File: src/rtl/mm_tile_controller.sv
// mm_tile_controller
//   Tiling controller for a DIM x DIM systolic matrix-multiply array.
//   Walks (m x k)*(k x n) as row-batch x column-batch tiles (column batch
//   fastest), issues A/B operand reads, drives the PE/setup strobes and
//   schedules the P result writes of every tile, including masked partial
//   edge tiles.
//
// Ports
//   clk_i, rst_ni            clock, asynchronous active-low reset
//   start_i                  level start request
//   valid_o / busy_o         job complete (held until start_i falls) / in progress
//   m_i, k_i, n_i            matrix dimensions, stable while busy
//   base_addr{a,b,p}_i       buffer base addresses
//   pe_clr_o, pe_we_o        first / last real operand of a tile (registered)
//   ensys_o, bubble_o        systolic setup enable / zero operand (registered)
//   ena_o, enb_o, addra_o, addrb_o   operand reads
//   wea_o, web_o             tied to 0
//   enp_o, wep_o, addrp_o    result write
//   wordp_sel_o, datap_we_o  array output column and per-row write mask
module mm_tile_controller #(
  parameter int ADDR_WIDTH = 16,
  parameter int DIM        = 8,
  parameter int OUTPUT_LAT = 2,
  localparam int SEL_W     = $clog2(DIM)
) (
  input  logic                  clk_i,
  input  logic                  rst_ni,
  input  logic                  start_i,
  output logic                  valid_o,
  output logic                  busy_o,
  input  logic [ADDR_WIDTH-1:0] m_i,
  input  logic [ADDR_WIDTH-1:0] k_i,
  input  logic [ADDR_WIDTH-1:0] n_i,
  input  logic [ADDR_WIDTH-1:0] base_addra_i,
  input  logic [ADDR_WIDTH-1:0] base_addrb_i,
  input  logic [ADDR_WIDTH-1:0] base_addrp_i,
  output logic                  pe_clr_o,
  output logic                  pe_we_o,
  output logic                  ensys_o,
  output logic                  bubble_o,
  output logic                  ena_o,
  output logic                  enb_o,
  output logic [ADDR_WIDTH-1:0] addra_o,
  output logic [ADDR_WIDTH-1:0] addrb_o,
  output logic                  wea_o,
  output logic                  web_o,
  output logic                  enp_o,
  output logic                  wep_o,
  output logic [ADDR_WIDTH-1:0] addrp_o,
  output logic [SEL_W-1:0]      wordp_sel_o,
  output logic [DIM-1:0]        datap_we_o
);

  localparam int SR_LEN = DIM + OUTPUT_LAT;
  localparam logic [ADDR_WIDTH-1:0] DIM_A = ADDR_WIDTH'(DIM);
  localparam logic [ADDR_WIDTH-1:0] ONE_A = ADDR_WIDTH'(1);
  localparam logic [SEL_W-1:0]      ONE_S = SEL_W'(1);

  typedef enum logic [1:0] {M_IDLE, M_BUSY, M_DONE} main_state_e;
  typedef enum logic [1:0] {R_IDLE, R_BUSY, R_DONE} rd_state_e;
  typedef enum logic       {W_IDLE, W_WRITE}        wr_state_e;

  main_state_e main_state_q, main_state_d;
  rd_state_e   rd_state_q, rd_state_d;
  wr_state_e   wr_state_q, wr_state_d;

  // read walk: cycle in tile, tile indices, running r*k and col*k offsets
  logic [ADDR_WIDTH-1:0] cyc_q, cyc_d;
  logic [ADDR_WIDTH-1:0] row_q, row_d;
  logic [ADDR_WIDTH-1:0] col_q, col_d;
  logic [ADDR_WIDTH-1:0] a_off_q, a_off_d;
  logic [ADDR_WIDTH-1:0] b_off_q, b_off_d;

  logic pe_clr_q, pe_clr_d;
  logic pe_we_q, pe_we_d;
  logic ensys_q, ensys_d;
  logic bubble_q, bubble_d;

  // pending-tile pipeline with each tile's edge attributes
  logic [SR_LEN-1:0] sr_we_q, sr_we_d;
  logic [SR_LEN-1:0] sr_lr_q, sr_lr_d;
  logic [SR_LEN-1:0] sr_lc_q, sr_lc_d;

  logic [SEL_W-1:0]      wsel_q, wsel_d;
  logic [SEL_W-1:0]      wlast_q, wlast_d;
  logic [DIM-1:0]        wmask_q, wmask_d;
  logic [ADDR_WIDTH-1:0] wcnt_q, wcnt_d;
  logic                  pend_q, pend_d;
  logic                  pend_lr_q, pend_lr_d;
  logic                  pend_lc_q, pend_lc_d;

  // ---------------------------------------------------------------- job geometry
  logic                  zero_dim;
  logic [ADDR_WIDTH-1:0] row_tiles, col_tiles, tile_last_c;
  logic [SEL_W-1:0]      m_rem, n_rem;

  always_comb begin
    zero_dim    = (m_i == '0) || (k_i == '0) || (n_i == '0);
    m_rem       = m_i[SEL_W-1:0];
    n_rem       = n_i[SEL_W-1:0];
    // ceil division without forming m+DIM-1, which could wrap
    row_tiles   = (m_i >> SEL_W) + ADDR_WIDTH'(|m_rem);
    col_tiles   = (n_i >> SEL_W) + ADDR_WIDTH'(|n_rem);
    tile_last_c = (k_i > DIM_A) ? (k_i - ONE_A) : (DIM_A - ONE_A);
  end

  function automatic logic [SEL_W-1:0] sel_last(input logic lc, input logic [SEL_W-1:0] rem);
    return (lc && rem != '0) ? (rem - ONE_S) : '1;
  endfunction

  function automatic logic [DIM-1:0] row_mask(input logic lr, input logic [SEL_W-1:0] rem);
    logic [DIM-1:0] mask;
    for (int unsigned i = 0; i < DIM; i++) begin
      mask[i] = !lr || (rem == '0) || (SEL_W'(i) < rem);
    end
    return mask;
  endfunction

  // ---------------------------------------------------------------- state registers
  always_ff @(posedge clk_i or negedge rst_ni) begin
    if (!rst_ni) begin
      main_state_q <= M_IDLE;
      rd_state_q   <= R_IDLE;
      wr_state_q   <= W_IDLE;
      cyc_q        <= '0;
      row_q        <= '0;
      col_q        <= '0;
      a_off_q      <= '0;
      b_off_q      <= '0;
      pe_clr_q     <= 1'b0;
      pe_we_q      <= 1'b0;
      ensys_q      <= 1'b0;
      bubble_q     <= 1'b0;
      sr_we_q      <= '0;
      sr_lr_q      <= '0;
      sr_lc_q      <= '0;
      wsel_q       <= '0;
      wlast_q      <= '0;
      wmask_q      <= '0;
      wcnt_q       <= '0;
      pend_q       <= 1'b0;
      pend_lr_q    <= 1'b0;
      pend_lc_q    <= 1'b0;
    end else begin
      main_state_q <= main_state_d;
      rd_state_q   <= rd_state_d;
      wr_state_q   <= wr_state_d;
      cyc_q        <= cyc_d;
      row_q        <= row_d;
      col_q        <= col_d;
      a_off_q      <= a_off_d;
      b_off_q      <= b_off_d;
      pe_clr_q     <= pe_clr_d;
      pe_we_q      <= pe_we_d;
      ensys_q      <= ensys_d;
      bubble_q     <= bubble_d;
      sr_we_q      <= sr_we_d;
      sr_lr_q      <= sr_lr_d;
      sr_lc_q      <= sr_lc_d;
      wsel_q       <= wsel_d;
      wlast_q      <= wlast_d;
      wmask_q      <= wmask_d;
      wcnt_q       <= wcnt_d;
      pend_q       <= pend_d;
      pend_lr_q    <= pend_lr_d;
      pend_lc_q    <= pend_lc_d;
    end
  end

  // ---------------------------------------------------------------- next-state logic
  logic rd_active, in_k, last_cyc, last_row, last_col;
  logic wr_busy, word_end, wr_free;
  logic req, req_lr, req_lc;

  always_comb begin
    rd_active = (rd_state_q == R_BUSY);
    in_k      = (cyc_q < k_i);
    last_cyc  = (cyc_q == tile_last_c);
    last_row  = (row_q == row_tiles - ONE_A);
    last_col  = (col_q == col_tiles - ONE_A);
    wr_busy   = (wr_state_q == W_WRITE);
    word_end  = wr_busy && (wsel_q == wlast_q);
    wr_free   = !wr_busy || word_end;
    req       = sr_we_q[SR_LEN-1];
    req_lr    = sr_lr_q[SR_LEN-1];
    req_lc    = sr_lc_q[SR_LEN-1];
  end

  always_comb begin
    main_state_d = main_state_q;
    unique case (main_state_q)
      M_IDLE: if (start_i) main_state_d = M_BUSY;
      M_BUSY: begin
        if (zero_dim ||
            (rd_state_q == R_DONE && sr_we_q == '0 && !pend_q && !wr_busy)) begin
          main_state_d = M_DONE;
        end
      end
      M_DONE: if (!start_i) main_state_d = M_IDLE;
      default: main_state_d = M_IDLE;
    endcase
  end

  always_comb begin
    rd_state_d = rd_state_q;
    cyc_d      = cyc_q;
    row_d      = row_q;
    col_d      = col_q;
    a_off_d    = a_off_q;
    b_off_d    = b_off_q;
    unique case (rd_state_q)
      R_IDLE: begin
        if (main_state_q == M_BUSY && !zero_dim) begin
          rd_state_d = R_BUSY;
          cyc_d      = '0;
          row_d      = '0;
          col_d      = '0;
          a_off_d    = '0;
          b_off_d    = '0;
        end
      end
      R_BUSY: begin
        if (!last_cyc) begin
          cyc_d = cyc_q + ONE_A;
        end else begin
          cyc_d = '0;
          if (!last_col) begin
            col_d   = col_q + ONE_A;
            b_off_d = b_off_q + k_i;
          end else begin
            col_d   = '0;
            b_off_d = '0;
            if (last_row) begin
              rd_state_d = R_DONE;
            end else begin
              row_d   = row_q + ONE_A;
              a_off_d = a_off_q + k_i;
            end
          end
        end
      end
      R_DONE: if (main_state_q == M_DONE) rd_state_d = R_IDLE;
      default: rd_state_d = R_IDLE;
    endcase
  end

  // Strobes are computed from the read cycle and registered; the write
  // pipeline taps the unregistered pe_we so that the registered write
  // state lands exactly DIM+OUTPUT_LAT cycles after pe_we_o.
  always_comb begin
    ensys_d  = rd_active;
    bubble_d = rd_active && !in_k;
    pe_clr_d = rd_active && (cyc_q == '0);
    pe_we_d  = rd_active && (cyc_q == k_i - ONE_A);
    sr_we_d  = {sr_we_q[SR_LEN-2:0], pe_we_d};
    sr_lr_d  = {sr_lr_q[SR_LEN-2:0], pe_we_d && last_row};
    sr_lc_d  = {sr_lc_q[SR_LEN-2:0], pe_we_d && last_col};
  end

  // A tile that arrives while another is still mid-write is parked in a
  // one-deep pending slot and launched back-to-back at the end word.
  always_comb begin
    wr_state_d = wr_state_q;
    wsel_d     = wsel_q;
    wlast_d    = wlast_q;
    wmask_d    = wmask_q;
    wcnt_d     = wcnt_q;
    pend_d     = pend_q;
    pend_lr_d  = pend_lr_q;
    pend_lc_d  = pend_lc_q;

    if (wr_busy) begin
      wcnt_d = wcnt_q + ONE_A;
      wsel_d = wsel_q + ONE_S;
    end

    if (wr_free) begin
      if (pend_q) begin
        wr_state_d = W_WRITE;
        wsel_d     = '0;
        wlast_d    = sel_last(pend_lc_q, n_rem);
        wmask_d    = row_mask(pend_lr_q, m_rem);
        pend_d     = req;
        pend_lr_d  = req_lr;
        pend_lc_d  = req_lc;
      end else if (req) begin
        wr_state_d = W_WRITE;
        wsel_d     = '0;
        wlast_d    = sel_last(req_lc, n_rem);
        wmask_d    = row_mask(req_lr, m_rem);
      end else begin
        wr_state_d = W_IDLE;
      end
    end else if (req) begin
      pend_d    = 1'b1;
      pend_lr_d = req_lr;
      pend_lc_d = req_lc;
    end

    if (main_state_q == M_IDLE) wcnt_d = '0;
  end

  // ---------------------------------------------------------------- outputs
  always_comb begin
    busy_o      = (main_state_q == M_BUSY);
    valid_o     = (main_state_q == M_DONE);
    ena_o       = rd_active && in_k;
    enb_o       = rd_active && in_k;
    addra_o     = ena_o ? (base_addra_i + a_off_q + cyc_q) : '0;
    addrb_o     = enb_o ? (base_addrb_i + b_off_q + cyc_q) : '0;
    wea_o       = 1'b0;
    web_o       = 1'b0;
    pe_clr_o    = pe_clr_q;
    pe_we_o     = pe_we_q;
    ensys_o     = ensys_q;
    bubble_o    = bubble_q;
    enp_o       = wr_busy;
    wep_o       = wr_busy;
    addrp_o     = wr_busy ? (base_addrp_i + wcnt_q) : '0;
    wordp_sel_o = wr_busy ? wsel_q : '0;
    datap_we_o  = wr_busy ? wmask_q : '0;
  end

endmodule

File: config.mk
export PLATFORM = sky130hd
export DESIGN_NAME = mm_tile_controller
export DESIGN_NICKNAME = d
export VERILOG_FILES = /design/src/rtl/mm_tile_controller.sv
export SDC_FILE = /design/constraint.sdc
export NUM_CORES = 1
export LEC_CHECK = 0
export CORE_UTILIZATION = 30
export DETAILED_ROUTE_END_ITERATION = 10
export PLACE_DENSITY_LB_ADDON = 0.2
export SYNTH_ARGS = -nofsm -noshare
export SYNTH_HDL_FRONTEND = slang
export SYNTH_SLANG_ARGS = --single-unit
File: constraint.sdc
create_clock -name clk_i -period 4.55 [get_ports clk_i]
set_input_delay 0.6825 -clock clk_i [delete_from_list [all_inputs] [get_ports clk_i]]
set_output_delay 0.6825 -clock clk_i [all_outputs]
set_load 0.02 [all_outputs]
==> impl_metrics.yaml <==
global_route:
  grt_max_degree: 99
  grt-ovfl-total: 0
  grt_pass1_vias: 11600
  grt.total_usage: 0.177
  antenna_found_initial: 2
  grt_pass1_wl_um: 61500
logic_synthesis:
  ys_warn_count: 0
  syn_inst: 1437
  async_flop_share: 1.00
  ys_ff_latch: 151
  synth_cell_types: 85
  synth_edf_count: 0
  yosysTopAreaCellShare: 0.296
  synth.avg_cell_area_um2: 8.88
  synth-seq-area-share: 0.296
  netlist_area_mm2: 0.0128
  synth_area_leaders: "dfrtp_1 (30%), ha_1 (10%), xnor2_1 (5.8%)"
  synth_top_cell_by_area: "dfrtp_1"
  synth-main-ff-cell: "dfrtp_1"
min_path:
  whs_path_depth: 0
  min_from: "sr_lc_q[7]"
  holdPathEnd: "sr_lc_q[8]"
  hold_class: "reg -> reg"
clock_tree:
  clock-root-buffer: "clkbuf_16"
  cts_tree: "done"
  clkSlewWorstSetupHoldPaths_ns: 0.07
  htree_levels: 4
  clockBufferDepth: 2
  clkSinkCount: 151
  clk_latency_ns: 0.43
  cts_buffers: 17
detailed_routing:
  met1Wirelength_um: 17600
  wl_met2_um: 18000
  ant_nets: 0
  drtIter0Drc: 819
  vias: 11600
  routed_wl_um: 38400
  drc: 0
  routed-wl-met3_um: 1910
  firstDrtPassIters: 5
  routed.top_layer: "met5"
  drt-vias-per-instance: 5.15
  post_drt_wl_per_cell_um: 17.0
critical_path:
  ff2ff_path_depth: 11
  worstSetupPathType: "reg -> out"
  timing.rr.start: "row_q[11]"
  path_common_cell: "buf_4"
  worstPathArrival_ns: 3.81
  cp.required_ns: 3.87
  cp_max_fo: 3
  cp-end-kind: "output pin"
  slowest_delay_ns: 0.46
  path_cells: "buf_4, fa_1, ha_2, fa_2, a21oi_2, o21bai_2, a2111oi_4, nor3_2, a41o_1, o41ai_4, o21ai_1, xnor2_1, and2_1, buf_4"
  r2r-end: "row_q[0]"
  critPathLaunchType: "flop"
  reg2reg_slack_ns: 1.35
  cp_slowest_cell: "fa_1"
outcome:
  outcome: "finished, final reports clean"
die:
  core_area_mm2: 0.0419
  rows: 75
  floorplan.die.height_um: 208
  chipWidth_um: 208
  die-area_mm2: 0.0434
  initial_core_util: 0.304
  ios: 170
finish:
  area_delta_synth_final_pct: 30.7
  fin_nets: 1941
  finalNonFillerCells: 2257
  n_fill_cell: 4249
  post_route_cells_drive_above_1_share: 0.146
  fin_util: 0.397
run:
  max-cap-violations: 0
timing:
  slew_headroom: 0.274
  tightest_slew_ns: 1.08
  finalSetupViolations: 0
  fin_setup_tns_ns: 0
  hold_viol: 0
  finalCritPeriodShare: 0.988
  rsz0062_at_grt: "yes"
  skew_ns: 0.0190
  min_period_ns: 4.50
  drv_slew: 0
  max_freq_ghz: 0.222
power_and_ir_drop:
  switching_power_uw: 2050
  seqPwrFrac: 0.274
  power_frac_comb: 0.448
  power.density_mw_per_mm2: 321
  power_leakage_uw: 0.00763
  max-vdd-ir-drop_mv: 0.358
  clkPwrFrac: 0.278
  swShare: 0.383
  intPower_uw: 3300
placement:
  numPortBuffers: 167
  dp_cells: 2215
  gp_congestion: 0.886
  place_hpwl_um: 29600
[synthesized netlist by cell type, types with 4 or more instances]
| cell type | n |
|---|---|
| clkbuf_1 | 42 |
| nor3b_1 | 7 |
| dfrtp_1 | 151 |
| a211oi_1 | 7 |
| mux2_2 | 5 |
| or3_1 | 17 |
| o31ai_1 | 49 |
| buf_4 | 4 |
| a2111oi_0 | 4 |
| mux2i_1 | 24 |
| nor2_1 | 114 |
| a22o_1 | 5 |
| nor3_1 | 45 |
| nand2_1 | 108 |
| nor2b_1 | 20 |
| ha_1 | 103 |
| xor2_1 | 56 |
| nand3_1 | 40 |
| buf_2 | 6 |
| a21oi_1 | 66 |
| a31oi_1 | 10 |
| o21a_1 | 9 |
| o211ai_1 | 4 |
| nand2b_1 | 23 |
| xnor2_1 | 84 |
| o21ai_1 | 13 |
| and2_1 | 51 |
| o311ai_0 | 4 |
| inv_1 | 55 |
| o21ai_0 | 73 |
| o41ai_1 | 4 |
| a21o_1 | 30 |
| or4_1 | 12 |
| nor4_1 | 25 |
| and3_1 | 25 |
| fa_1 | 35 |
| nand4_1 | 20 |
| o21bai_1 | 11 |
| nor4b_1 | 5 |
[flip-flops by register name, summed over array words and instances, names as in the netlist]
signal,count
a_off_q,16
b_off_q,16
col_q,16
cyc_q,16
row_q,16
wcnt_q,16
sr_lc_q,10
sr_lr_q,10
sr_we_q,10
wmask_q,8
wlast_q,3
wsel_q,3
main_state_q,2
rd_state_q,2
bubble_o,1
enp_o,1
ensys_o,1
pe_clr_o,1
pend_lc_q,1
pend_lr_q,1
pend_q,1
[metal layers]
layer,track usage,vias up
met5,0,-
met4,0.0521,2
met3,0.0318,48
met2,0.293,303
met1,0.235,5554
li1,-,5717
[how the worst max path moves through the flow]
stage	end	cells after the start	slack, ns	from
after floorplan	addrb_o[15]	12	0.08	base_addrb_i[1]
after global placement	addrb_o[15]	14	-1.11	base_addrb_i[0]
final	addra_o[15]	14	0.05	cyc_q[1]
after CTS	addra_o[11]	15	-0.04	k_i[1]
after detailed placement	addrb_o[15]	14	-1.12	base_addrb_i[0]
after global routing	addra_o[15]	14	-0.13	cyc_q[1]
[cells in the final DEF, fill, tap and decap left out, types with 10 or more instances in the layout]
cell type        Yosys  routed
and3_1              25      25
nand4_1             20      20
fa_1                35      31
nor2b_1             20      20
dfrtp_1            151     149
inv_1               55      55
nor2_1             114     114
nand2b_1            23      22
a21o_1              30      30
o21ai_1             13      18
o31ai_1             49      49
xor2_1              56      56
or3_1               17      17
buf_4                4     133
o21ai_0             73      67
and2_1              51      49
mux2i_1             24      24
a21oi_1             66      64
nand3_1             40      40
ha_1               103      99
nor3_1              45      41
clkbuf_16            0      17
xnor2_1             84      83
nand2_1            108     108
nor4_1              25      25
clkdlybuf4s50_1      0     122
or4_1               12      12
o21bai_1            11      10
clkbuf_2             0      20
[cell families (layout without fill, tap and decap cells)]
logic type	after synthesis	after routing	share of synthesized area
other	1	3	0.000294
buffers and inverters	112	391	0.0365
AOI/OAI and AO/OA	330	330	0.173
muxes	30	30	0.0241
and+or+nand+nor	534	534	0.218
DFF	151	151	0.296
adders and majority gates	139	139	0.157
xor gates and xnor gates	140	140	0.0961
[per-stage QoR]
| stage | hold slack [ns] | setup slack, ns | instance area, um2 | power [uW] |
|---|---|---|---|---|
| final | 0.346 | 0.0537 | 16700 | 5360 |
| after floorplan | 0.331 | 0.0784 | 12800 | 2750 |
| after CTS | 0.347 | -0.0363 | 16600 | 5390 |
| after global placement | 0.338 | -1.11 | 15900 | 3870 |
| after detailed placement | 0.335 | -1.12 | 15900 | 3880 |
| after global routing | 0.359 | -0.132 | 16700 | 5680 |
[critical path, delay by kind of cell, from the launching register on]
family	cells	cell delay, ns
buf+inv	2	0.30
fa+ha+maj	3	1.03
xor+xnor	1	0.13
flops	1	0.43
compound gates	6	1.26
simple gates	2	0.24
[repair_timing]
| item | in CTS | in global routing |
|---|---|---|
| hold buffers | 0 | 0 |
| hold endpoints to repair | 0 | 0 |
| pin swaps | 28 | 10 |
| endpoints found under the setup margin | 34 | 39 |
| setup buffers | 6 | 3 |
| resized for setup | 106 | 63 |
[power groups by stage]
stage	Clock (uW)	Combinational, uW	Sequential, uW
finish	1490	2400	1470
global route	1590	2610	1480
CTS	1530	2390	1470
detailed placement	0	2370	1500
global placement	0	2370	1500
floorplan	0	1280	1480
[cell type report]
type	instances	area, um2	area share
multi-input cells	1175	8740	0.524
flip-flops and latches	151	3780	0.227
repair buffers	303	2660	0.160
well taps	539	674	0.0404
clock buffers	17	425	0.0255
inverters	56	210	0.0126
clock inverters	15	181	0.0109
diodes	1	2.50	0.000150
Power figures use the tool's default switching activity.
